## src/rtl/alu32_res_if.sv

```systemverilog
// alu32_res_if: producer/consumer handshake bundle around the ALU result stage.
interface alu32_res_if #(
    parameter int W   = 32,
    parameter int OPW = 3
);
    logic           in_valid;
    logic           in_ready;
    logic [W-1:0]   in_result;
    logic           in_co;
    logic [OPW-1:0] in_op;
    logic           in_a_msb;
    logic           in_b_msb;
    logic           out_valid;
    logic           out_ready;
    logic [W-1:0]   out_result;
    logic [OPW-1:0] out_op;
    logic [3:0]     out_flags;
    logic           out_illegal;
    modport master (
        output in_valid, in_result, in_co, in_op, in_a_msb, in_b_msb, out_ready,
        input  in_ready, out_valid, out_result, out_op, out_flags, out_illegal
    );
    modport slave (
        input  in_valid, in_result, in_co, in_op, in_a_msb, in_b_msb, out_ready,
        output in_ready, out_valid, out_result, out_op, out_flags, out_illegal
    );
endinterface

```

## src/rtl/alu32_result_stage.sv

```systemverilog
// alu32_result_stage: registers ALU result with Z/N/C/V and illegal-op flags in a two-entry skid buffer.
// Optional ALU32_RES_STATS_EN adds saturating transfer/carry counters.
module alu32_result_stage #(
    parameter int W   = 32,
    parameter int OPW = 3
) (
    input  logic        clk,
    input  logic        rst_n,
    alu32_res_if.slave  bus
`ifdef ALU32_RES_STATS_EN
    ,
    output logic [15:0] stat_count,
    output logic [15:0] stat_carry
`endif
);
    localparam int EW = W + OPW + 5;
    typedef enum logic [1:0] {EMPTY, ONE, TWO} state_t;
    state_t        state;
    logic [EW-1:0] head;
    logic [EW-1:0] skid;
    logic [EW-1:0] entry;
    logic          push;
    logic          pop;
    logic          add;
    assign push = bus.in_valid && bus.in_ready;
    assign pop  = bus.out_valid && bus.out_ready;
    assign add  = bus.in_op == OPW'(1);
    // entry layout: {illegal, N, Z, C, V, op, result}
    assign entry = {bus.in_op >= OPW'(5), bus.in_result[W-1], bus.in_result == '0,
                    add & bus.in_co,
                    add & (bus.in_a_msb == bus.in_b_msb) & (bus.in_result[W-1] != bus.in_a_msb),
                    bus.in_op, bus.in_result};
    assign {bus.out_illegal, bus.out_flags, bus.out_op, bus.out_result} = head;
    assign bus.out_valid = state != EMPTY;
    always_ff @(posedge clk) begin
        if (!rst_n) begin
            state        <= EMPTY;
            head         <= '0;
            skid         <= '0;
            bus.in_ready <= 1'b0;
        end else begin
            case (state)
                EMPTY: if (push) begin
                    head  <= entry;
                    state <= ONE;
                end
                ONE: if (push && pop) begin
                    head <= entry;
                end else if (push) begin
                    skid  <= entry;
                    state <= TWO;
                end else if (pop) begin
                    state <= EMPTY;
                end
                default: if (pop) begin
                    head  <= skid;
                    state <= ONE;
                end
            endcase
            // ready drops exactly when the next state is TWO
            bus.in_ready <= !(state == ONE && push && !pop) && !(state == TWO && !pop);
        end
    end
`ifdef ALU32_RES_STATS_EN
    always_ff @(posedge clk) begin
        if (!rst_n) begin
            stat_count <= '0;
            stat_carry <= '0;
        end else if (push) begin
            if (stat_count != 16'hFFFF) stat_count <= stat_count + 16'd1;
            if (add && bus.in_co && stat_carry != 16'hFFFF) stat_carry <= stat_carry + 16'd1;
        end
    end
`endif
endmodule

```

## src/flat_wrapper.sv

```systemverilog
// flat-port wrapper written by rule: the top's interface ports become plain ports
module alu32_result_stage_flat 
#(
    parameter int W   = 32,
    parameter int OPW = 3
)
  (clk, rst_n, bus_in_valid, bus_in_result, bus_in_co, bus_in_op, bus_in_a_msb, bus_in_b_msb, bus_out_ready, bus_in_ready, bus_out_valid, bus_out_result, bus_out_op, bus_out_flags, bus_out_illegal);
  alu32_res_if #(.W(W), .OPW(OPW)) bus_i ();
  input  logic clk;
  input  logic rst_n;
  input wire logic [$bits(bus_i.in_valid)-1:0] bus_in_valid;
  input wire logic [$bits(bus_i.in_result)-1:0] bus_in_result;
  input wire logic [$bits(bus_i.in_co)-1:0] bus_in_co;
  input wire logic [$bits(bus_i.in_op)-1:0] bus_in_op;
  input wire logic [$bits(bus_i.in_a_msb)-1:0] bus_in_a_msb;
  input wire logic [$bits(bus_i.in_b_msb)-1:0] bus_in_b_msb;
  input wire logic [$bits(bus_i.out_ready)-1:0] bus_out_ready;
  output wire logic [$bits(bus_i.in_ready)-1:0] bus_in_ready;
  output wire logic [$bits(bus_i.out_valid)-1:0] bus_out_valid;
  output wire logic [$bits(bus_i.out_result)-1:0] bus_out_result;
  output wire logic [$bits(bus_i.out_op)-1:0] bus_out_op;
  output wire logic [$bits(bus_i.out_flags)-1:0] bus_out_flags;
  output wire logic [$bits(bus_i.out_illegal)-1:0] bus_out_illegal;
  assign bus_i.in_valid = bus_in_valid;
  assign bus_i.in_result = bus_in_result;
  assign bus_i.in_co = bus_in_co;
  assign bus_i.in_op = bus_in_op;
  assign bus_i.in_a_msb = bus_in_a_msb;
  assign bus_i.in_b_msb = bus_in_b_msb;
  assign bus_i.out_ready = bus_out_ready;
  assign bus_in_ready = bus_i.in_ready;
  assign bus_out_valid = bus_i.out_valid;
  assign bus_out_result = bus_i.out_result;
  assign bus_out_op = bus_i.out_op;
  assign bus_out_flags = bus_i.out_flags;
  assign bus_out_illegal = bus_i.out_illegal;
  alu32_result_stage #(.W(W), .OPW(OPW)) u_core (.clk(clk), .rst_n(rst_n), .bus(bus_i));
endmodule
```

## config.mk

```make
export PLATFORM = sky130hd
export DESIGN_NAME = alu32_result_stage_flat
export DESIGN_NICKNAME = d
export VERILOG_FILES = /design/src/rtl/alu32_res_if.sv /design/src/rtl/alu32_result_stage.sv /design/src/flat_wrapper.sv
export SDC_FILE = /design/constraint.sdc
export NUM_CORES = 1
export LEC_CHECK = 0
export BUFFER_PORTS_ARGS = -buffer_cell sky130_fd_sc_hd__buf_2
export CAP_MARGIN = 10
export CORE_ASPECT_RATIO = 1.4
export CORE_MARGIN = 2
export CORE_UTILIZATION = 40
export CTS_CLUSTER_SIZE = 14
export DETAILED_ROUTE_END_ITERATION = 6
export GPL_TIMING_DRIVEN = 0
export SYNTH_ARGS = -nofsm -noshare
export SYNTH_HDL_FRONTEND = slang
export SYNTH_SLANG_ARGS = --single-unit
```

## constraint.sdc

```tcl
create_clock -name clk -period 1.9 [get_ports clk]
set_input_delay 0.095 -clock clk [delete_from_list [all_inputs] [get_ports clk]]
set_output_delay 0.095 -clock clk [all_outputs]
set_load 0.02 [all_outputs]
```

==> impl_metrics.json, run 1 <==
{
  "status": "completed",
  "synthesis.area_per_instance_sq_um": 9.15,
  "drc": 0,
  "synthesis.area_sq_um": 3490,
  "finalSetupViolCount": 0,
  "number_of_flops_mapped_to_enable_cells_by_yosys": 0,
  "reg_to_reg_critical_path_startpoint": "u_core.bus.in_ready",
  "synthCells": 382,
  "avgRoutedWirePerCell_um": 14.5,
  "setup.worst_path.start": "u_core.bus.in_ready",
  "fmaxAchievable_mhz": 619,
  "worst_ir_drop_vdd_mv": 0.569,
  "p_per_area_nw_per_um2": 915,
  "met1_usage_pct": 20.8,
  "initial_core_util_pct": 40.8,
  "holdWs_ps": 25.3,
  "synthesis.yosys.warnings": 0,
  "post_synth_main_area_contributors": "dfxtp_1 46%, nand2_1 12%, o211a_1 10%, mux2i_1 10%, a21boi_0 8.6%",
  "grt.total_usage_pct": 18.2,
  "worst_pin_slew_ps": 529,
  "async_reset_ff_share_pct": 0,
  "maxCapViolCount": 0,
  "floorplan.rows": 40,
  "clockBufferDepth": 2,
  "numCtsBuffers": 9,
  "hold_start": "bus_in_result[22]",
  "worst-endpoint-arrival_ps": 1840,
  "most_repeated_cell_in_the_gate_level_netlist_after_synthesis": "nand2_1",
  "synthTopCellsByCount": "114 x nand2_1, 81 x dfxtp_1, 40 x a21boi_0",
  "setup_tns_ps": 0,
  "rsz0062_at_grt": "no",
  "synth.top_cell.area_share_pct": 46.4,
  "number_of_port_buffers": 82,
  "wl_um": 8470,
  "route.detailed.vias_per_inst": 5.10,
  "rrSetupSlack_ps": 280,
  "dieArea_sq_um": 9510,
  "worst_path_largest_cell_delay_ps": 410,
  "pre_cts_ws_ps": 236,
  "clock_latency_ps": 340,
  "insertedDiodeCount": 0,
  "final_critical_path_setup_slack_ps": 283,
  "synth_seq_area_share_pct": 46.4,
  "finish.net_count": 517,
  "postSynth.topFlopCell": "dfxtp_1",
  "layout-drive-gt1-share_pct": 24.0,
  "final_period_minus_worst_setup_slack_ps": 1620,
  "worstSetupEndpointType": "flip-flop",
  "clk_transition_reported_paths_ps": 60,
  "fin_area_sq_um": 4330,
  "core-area_sq_um": 8560,
  "critPathLaunchType": "flip-flop",
  "worst-setup-path-type": "flip-flop to flip-flop",
  "grt_first_pass_wirelength_um": 13800,
  "yosys.cell_types.count": 30,
  "global_route.overflow_total": 0,
  "critPathRequiredTime_ps": 2130,
  "area_growth_syn_to_layout_pct": 24.0,
  "timing.critical_path.fanout_max": 10,
  "fillerInstances": 841,
  "gp_congestion": 0.839,
  "post_cts_buffers": 0,
  "antenna_found_initial": 0,
  "tritoncts_num_sinks": 81,
  "max-slew-margin-rel_pct": 64.8,
  "grt_start_max_net_pins": 13,
  "ioPinCount": 84,
  "synthesis.nets": 424,
  "hpwl_um": 6210,
  "first_global_vias": 2886,
  "drt_first_pass_iters": 5,
  "dr_total_vias": 2981,
  "die_width_um": 83.0,
  "grt-busiest-layer": "met2",
  "post_dp_cell_area_sq_um": 4040,
  "cts_hold_repair.buffers": 0,
  "cts_repair_resizes": 0,
  "worst_hold_path_type": "input port to flip-flop",
  "critPathTopFamily": "buffers and inverters",
  "leakage_nw": 2.05,
  "final_number_of_hold_violating_endpoints": 0,
  "clockRootBuffer": "clkbuf_16",
  "grt_use_met2_pct": 32.1,
  "use_met3_pct": 5.19,
  "slew_viol_final": 0,
  "htree_levels": 3,
  "drt.antenna.violating_nets": 0,
  "yosys.area.top_type": "dfxtp_1",
  "critical_path.cell_chain": "a21o_1 -> o21a_1 -> buf_2 -> clkbuf_1 -> nand2_1 -> o211a_1",
  "finalCritPeriodShare_pct": 85.1,
  "die_height_um": 115,
  "tritoncts": "done",
  "ys_seq_elements": 81,
  "finalClockSkew_ps": 4.83,
  "crit_path_top_delay_cell": "dfxtp_1",
  "critical_path.n_buffers_inverters": 2,
  "drt_iter0_drc": 128
}
sequential cells by signal, summed over array words and instances (netlist names):
signal and flops:
u_core.state 2, u_core.bus.in_ready 1, u_core.head 39, u_core.skid 39
worst paths after layout:
check / endpoint / cells after the start
min: u_core.skid[22] / 3
max: u_core.head[34] / 6
max reg2reg: u_core.head[34] / 6
min reg2reg: u_core.skid[10] / 2
report_power, final:
| part | total, W | internal (W) | switching, W | leakage (nW) |
|---|---|---|---|---|
| Combinational | 0.000439 | 0.000175 | 0.000263 | 1.24 |
| Sequential | 0.00181 | 0.00177 | 0.0000360 | 0.661 |
| Clock | 0.00172 | 0.00108 | 0.000645 | 0.148 |
worst register-to-register path, delay by kind of cell (launching register included):
family                 cells  cell delay [ps]
and+or+nand+nor            1              120
buffers and inverters      2              560
AOI/OAI and AO/OA          3              420
DFF                        1              410
cells by family after synthesis:
logic type	after synthesis	share of synthesized area (%)
AND/OR/NAND/NOR	140	17.1
AO/OA/AOI/OAI	91	21.8
flip-flops	81	46.4
buffers and inverters	35	4.69
multiplexers	35	10.0
metal layers:
metal | routed length, um | vias to the layer above
li1 | - | 1518
met1 | 3700 | 1374
met2 | 4210 | 72
met3 | 366 | 17
met4 | 195 | 0
met5 | 0 | -
layout by cell type (no fill, tap or decap), types with 2 or more instances in the layout:
| cell | synthesis | layout |
|---|---|---|
| nand2_1 | 114 | 114 |
| buf_2 | 14 | 96 |
| dfxtp_1 | 81 | 81 |
| a21boi_0 | 40 | 40 |
| o211a_1 | 36 | 36 |
| mux2i_1 | 35 | 35 |
| clkbuf_1 | 14 | 15 |
| clkbuf_16 | 0 | 9 |
| nor4_1 | 8 | 8 |
| nor2_1 | 6 | 6 |
| o21ai_0 | 5 | 5 |
| nand4_1 | 4 | 4 |
| inv_1 | 2 | 2 |
| buf_1 | 2 | 2 |
| buf_4 | 2 | 2 |
| nand2b_1 | 2 | 2 |
| nand4b_1 | 2 | 2 |
| a31oi_1 | 2 | 2 |
| clkbuf_8 | 0 | 2 |
| clkinv_2 | 0 | 2 |
cell type report:
type                       count  area [sq um]  share of cell area [%]
multi-input combinational    266          1710                    39.4
clock buffer                  12           256                    5.92
clock inverter                 3          40.0                   0.924
buffer                        33           156                    3.61
inverter                       2          7.51                   0.173
sequential                    81          1620                    37.4
tap                          105           131                    3.03
timing repair buffer          82           410                    9.47
stage by stage:
| step | utilization [%] | instances | total power [W] |
|---|---|---|---|
| 3_5_place_dp | 47.2 | 569 | 0.00229 |
| 3_3_place_gp | 47.2 | 569 | 0.00228 |
| 4_1_cts | 50.6 | 584 | 0.00402 |
| 5_1_grt | 50.6 | 584 | 0.00414 |
| 6_report | 50.6 | 584 | 0.00397 |
| 2_1_floorplan | - | 382 | 0.00210 |
Note: power is estimated with default switching activity, not from simulation.
==> run 2: changes to the inputs <==
--- a/config.mk
+++ b/config.mk
@@ -7,12 +7,16 @@
 export LEC_CHECK = 0
 export BUFFER_PORTS_ARGS = -buffer_cell sky130_fd_sc_hd__buf_2
 export CAP_MARGIN = 10
+export CELL_PAD_IN_SITES_DETAIL_PLACEMENT = 0
+export CELL_PAD_IN_SITES_GLOBAL_PLACEMENT = 1
 export CORE_ASPECT_RATIO = 1.4
 export CORE_MARGIN = 2
 export CORE_UTILIZATION = 40
 export CTS_CLUSTER_SIZE = 14
 export DETAILED_ROUTE_END_ITERATION = 6
 export GPL_TIMING_DRIVEN = 0
+export HOLD_SLACK_MARGIN = 0.15
+export PLACE_DENSITY_LB_ADDON = 0.1
 export SYNTH_ARGS = -nofsm -noshare
 export SYNTH_HDL_FRONTEND = slang
 export SYNTH_SLANG_ARGS = --single-unit
==> run 2 against run 1 <==
Net effect:
- flip-flop and latch count unchanged
- worst hold slack better by 160 ps
- non-clock buffer count up 37
- via count up 5.4%
- register-to-register slack worse by 120 ps
- clock power up 3%
- global-route usage up 1.3 points
- clock skew down 0.94 ps
- critical path type unchanged
- largest cell class unchanged
- highest routed layer unchanged
==> impl_metrics.json, run 2 (synthesized netlist as in run 1, its figures left out) <==
{
  "avgRoutedWirePerCell_um": 14.6,
  "htree_levels": 3,
  "fmaxAchievable_mhz": 576,
  "most-common-layout-cells": "114 x nand2_1, 96 x buf_2, 79 x dfxtp_1",
  "critPathLaunchType": "flip-flop",
  "layout.cells.non_filler": 622,
  "ioPinCount": 84,
  "dr_total_vias": 3143,
  "drc": 0,
  "clockBufferDepth": 2,
  "insertedDiodeCount": 0,
  "leakage_nw": 2.21,
  "finish.net_count": 554,
  "maxCapViolCount": 0,
  "grt_start_max_net_pins": 13,
  "grt.total_usage_pct": 19.5,
  "drt_iter0_drc": 75,
  "setup_tns_ps": 0,
  "drt.antenna.violating_nets": 0,
  "max-slew-margin-rel_pct": 64.2,
  "timing.critical_path.fanout_max": 10,
  "clock_latency_ps": 330,
  "fillerInstances": 841,
  "worst_hold_path_type": "input port to flip-flop",
  "antenna_found_initial": 0,
  "final_critical_path_setup_slack_ps": 164,
  "area_growth_syn_to_layout_pct": 35.2,
  "status": "completed",
  "tritoncts": "done",
  "final_number_of_hold_violating_endpoints": 0,
  "layout-drive-gt1-share_pct": 22.8,
  "drt_first_pass_iters": 4,
  "route.detailed.vias_per_inst": 5.05,
  "dieArea_sq_um": 9510,
  "worstSetupEndpointType": "flip-flop",
  "worst_ir_drop_vdd_mv": 0.582,
  "final_period_minus_worst_setup_slack_ps": 1740,
  "worst_pin_slew_ps": 537,
  "initial_core_util_pct": 40.8,
  "number_of_port_buffers": 82,
  "grt_first_pass_wirelength_um": 15000,
  "die_width_um": 83.0,
  "place_inst": 569,
  "wl_um": 9060,
  "clockRootBuffer": "clkbuf_16",
  "core-area_sq_um": 8560,
  "reg.largest.list": "u_core.head x39, u_core.skid x39, u_core.state x2",
  "critical_path.cell_chain": "nand4b_4 -> nor2_2 -> buf_6 -> nand4_1 -> dlygate4sd3_1 -> a21boi_0",
  "worst_path_largest_cell_delay_ps": 580,
  "hpwl_um": 6290,
  "slew_viol_final": 0,
  "first_global_vias": 3192,
  "mostFrequentLayoutCell": "nand2_1",
  "tritoncts_num_sinks": 81,
  "global_route.overflow_total": 0,
  "finalClockSkew_ps": 3.89,
  "sequential_area_sq_um": 1620,
  "numCtsBuffers": 9,
  "holdWs_ps": 187,
  "finalSetupViolCount": 0,
  "pre_cts_ws_ps": 249,
  "critPathRequiredTime_ps": 2160,
  "p_per_area_nw_per_um2": 864,
  "rsz0062_at_grt": "no",
  "multiInputGateArea_sq_um": 1710,
  "finalCritPeriodShare_pct": 91.4,
  "worst-endpoint-arrival_ps": 1990,
  "clk_transition_reported_paths_ps": 60,
  "crit_path_top_delay_cell": "dlygate4sd3_1",
  "die_height_um": 115,
  "floorplan.rows": 40,
  "gp_congestion": 0.764,
  "worst-setup-path-type": "flip-flop to flip-flop"
}
## run 2: changes by cell type in the layout (fill, tap and decap cells not counted), sizes merged
| cell | before | now |
|---|---|---|
| clkbuf | 26 | 28 |
| dlygate4sd3 | 0 | 37 |
| clkinv | 2 | 1 |
## run 2: layout make-up
| cell class | count | area share (%) |
|---|---|---|
| Clock buffer | 14 | 5.80 |
| Inverter | 2 | 0.159 |
| Multi-Input combinational cell | 266 | 36.2 |
| Buffer | 33 | 3.39 |
| Timing Repair Buffer | 119 | 16.5 |
| Tap cell | 105 | 2.78 |
| Clock inverter | 2 | 0.742 |
| Sequential cell | 81 | 34.4 |
## run 2: path summary, 6_finish.rpt
check,endpoint,start,slack (ps),cells past startpoint
max reg2reg,u_core.skid[36],u_core.state[0],160,6
max,u_core.skid[36],u_core.state[0],160,6
min,u_core.state[1],bus_out_ready,190,3
min reg2reg,u_core.skid[14],u_core.skid[14],460,2
## run 2: worst max-delay path, delay by kind of cell, from the launching register on
| kind | cells | cell delay, ps |
|---|---|---|
| compound gates | 1 | 150 |
| simple gates | 3 | 390 |
| buf+inv | 2 | 750 |
| flops | 1 | 370 |
## run 2: power breakdown
group	switching, W	leakage [nW]	internal [W]
clock	0.000656	0.153	0.00112
combinational	0.000274	1.39	0.000224
sequential	0.0000361	0.661	0.00177
## run 2: stage by stage
step | area, sq um | utilization, % | total power [W]
floorplan | 3490 | - | 0.00210
global route | 4720 | 55.2 | 0.00425
CTS | 4720 | 55.1 | 0.00413
global placement | 4040 | 47.2 | 0.00228
detailed placement | 4040 | 47.2 | 0.00229
finish | 4720 | 55.2 | 0.00408
## run 2: per-layer routing
layer  GRT usage, %  part of all wire, %
met2           36.1                   52
met3           2.81                  2.7
met4           7.65                  1.8
met1           22.5                   44
met5              0                    0
## run 2: repair_timing
action | in CTS | in global routing
resized for setup | 0 | 4
setup buffers | 0 | 0
hold buffers | 37 | 0
hold endpoints to repair | 49 | 0
endpoints found under the setup margin | 0 | 1
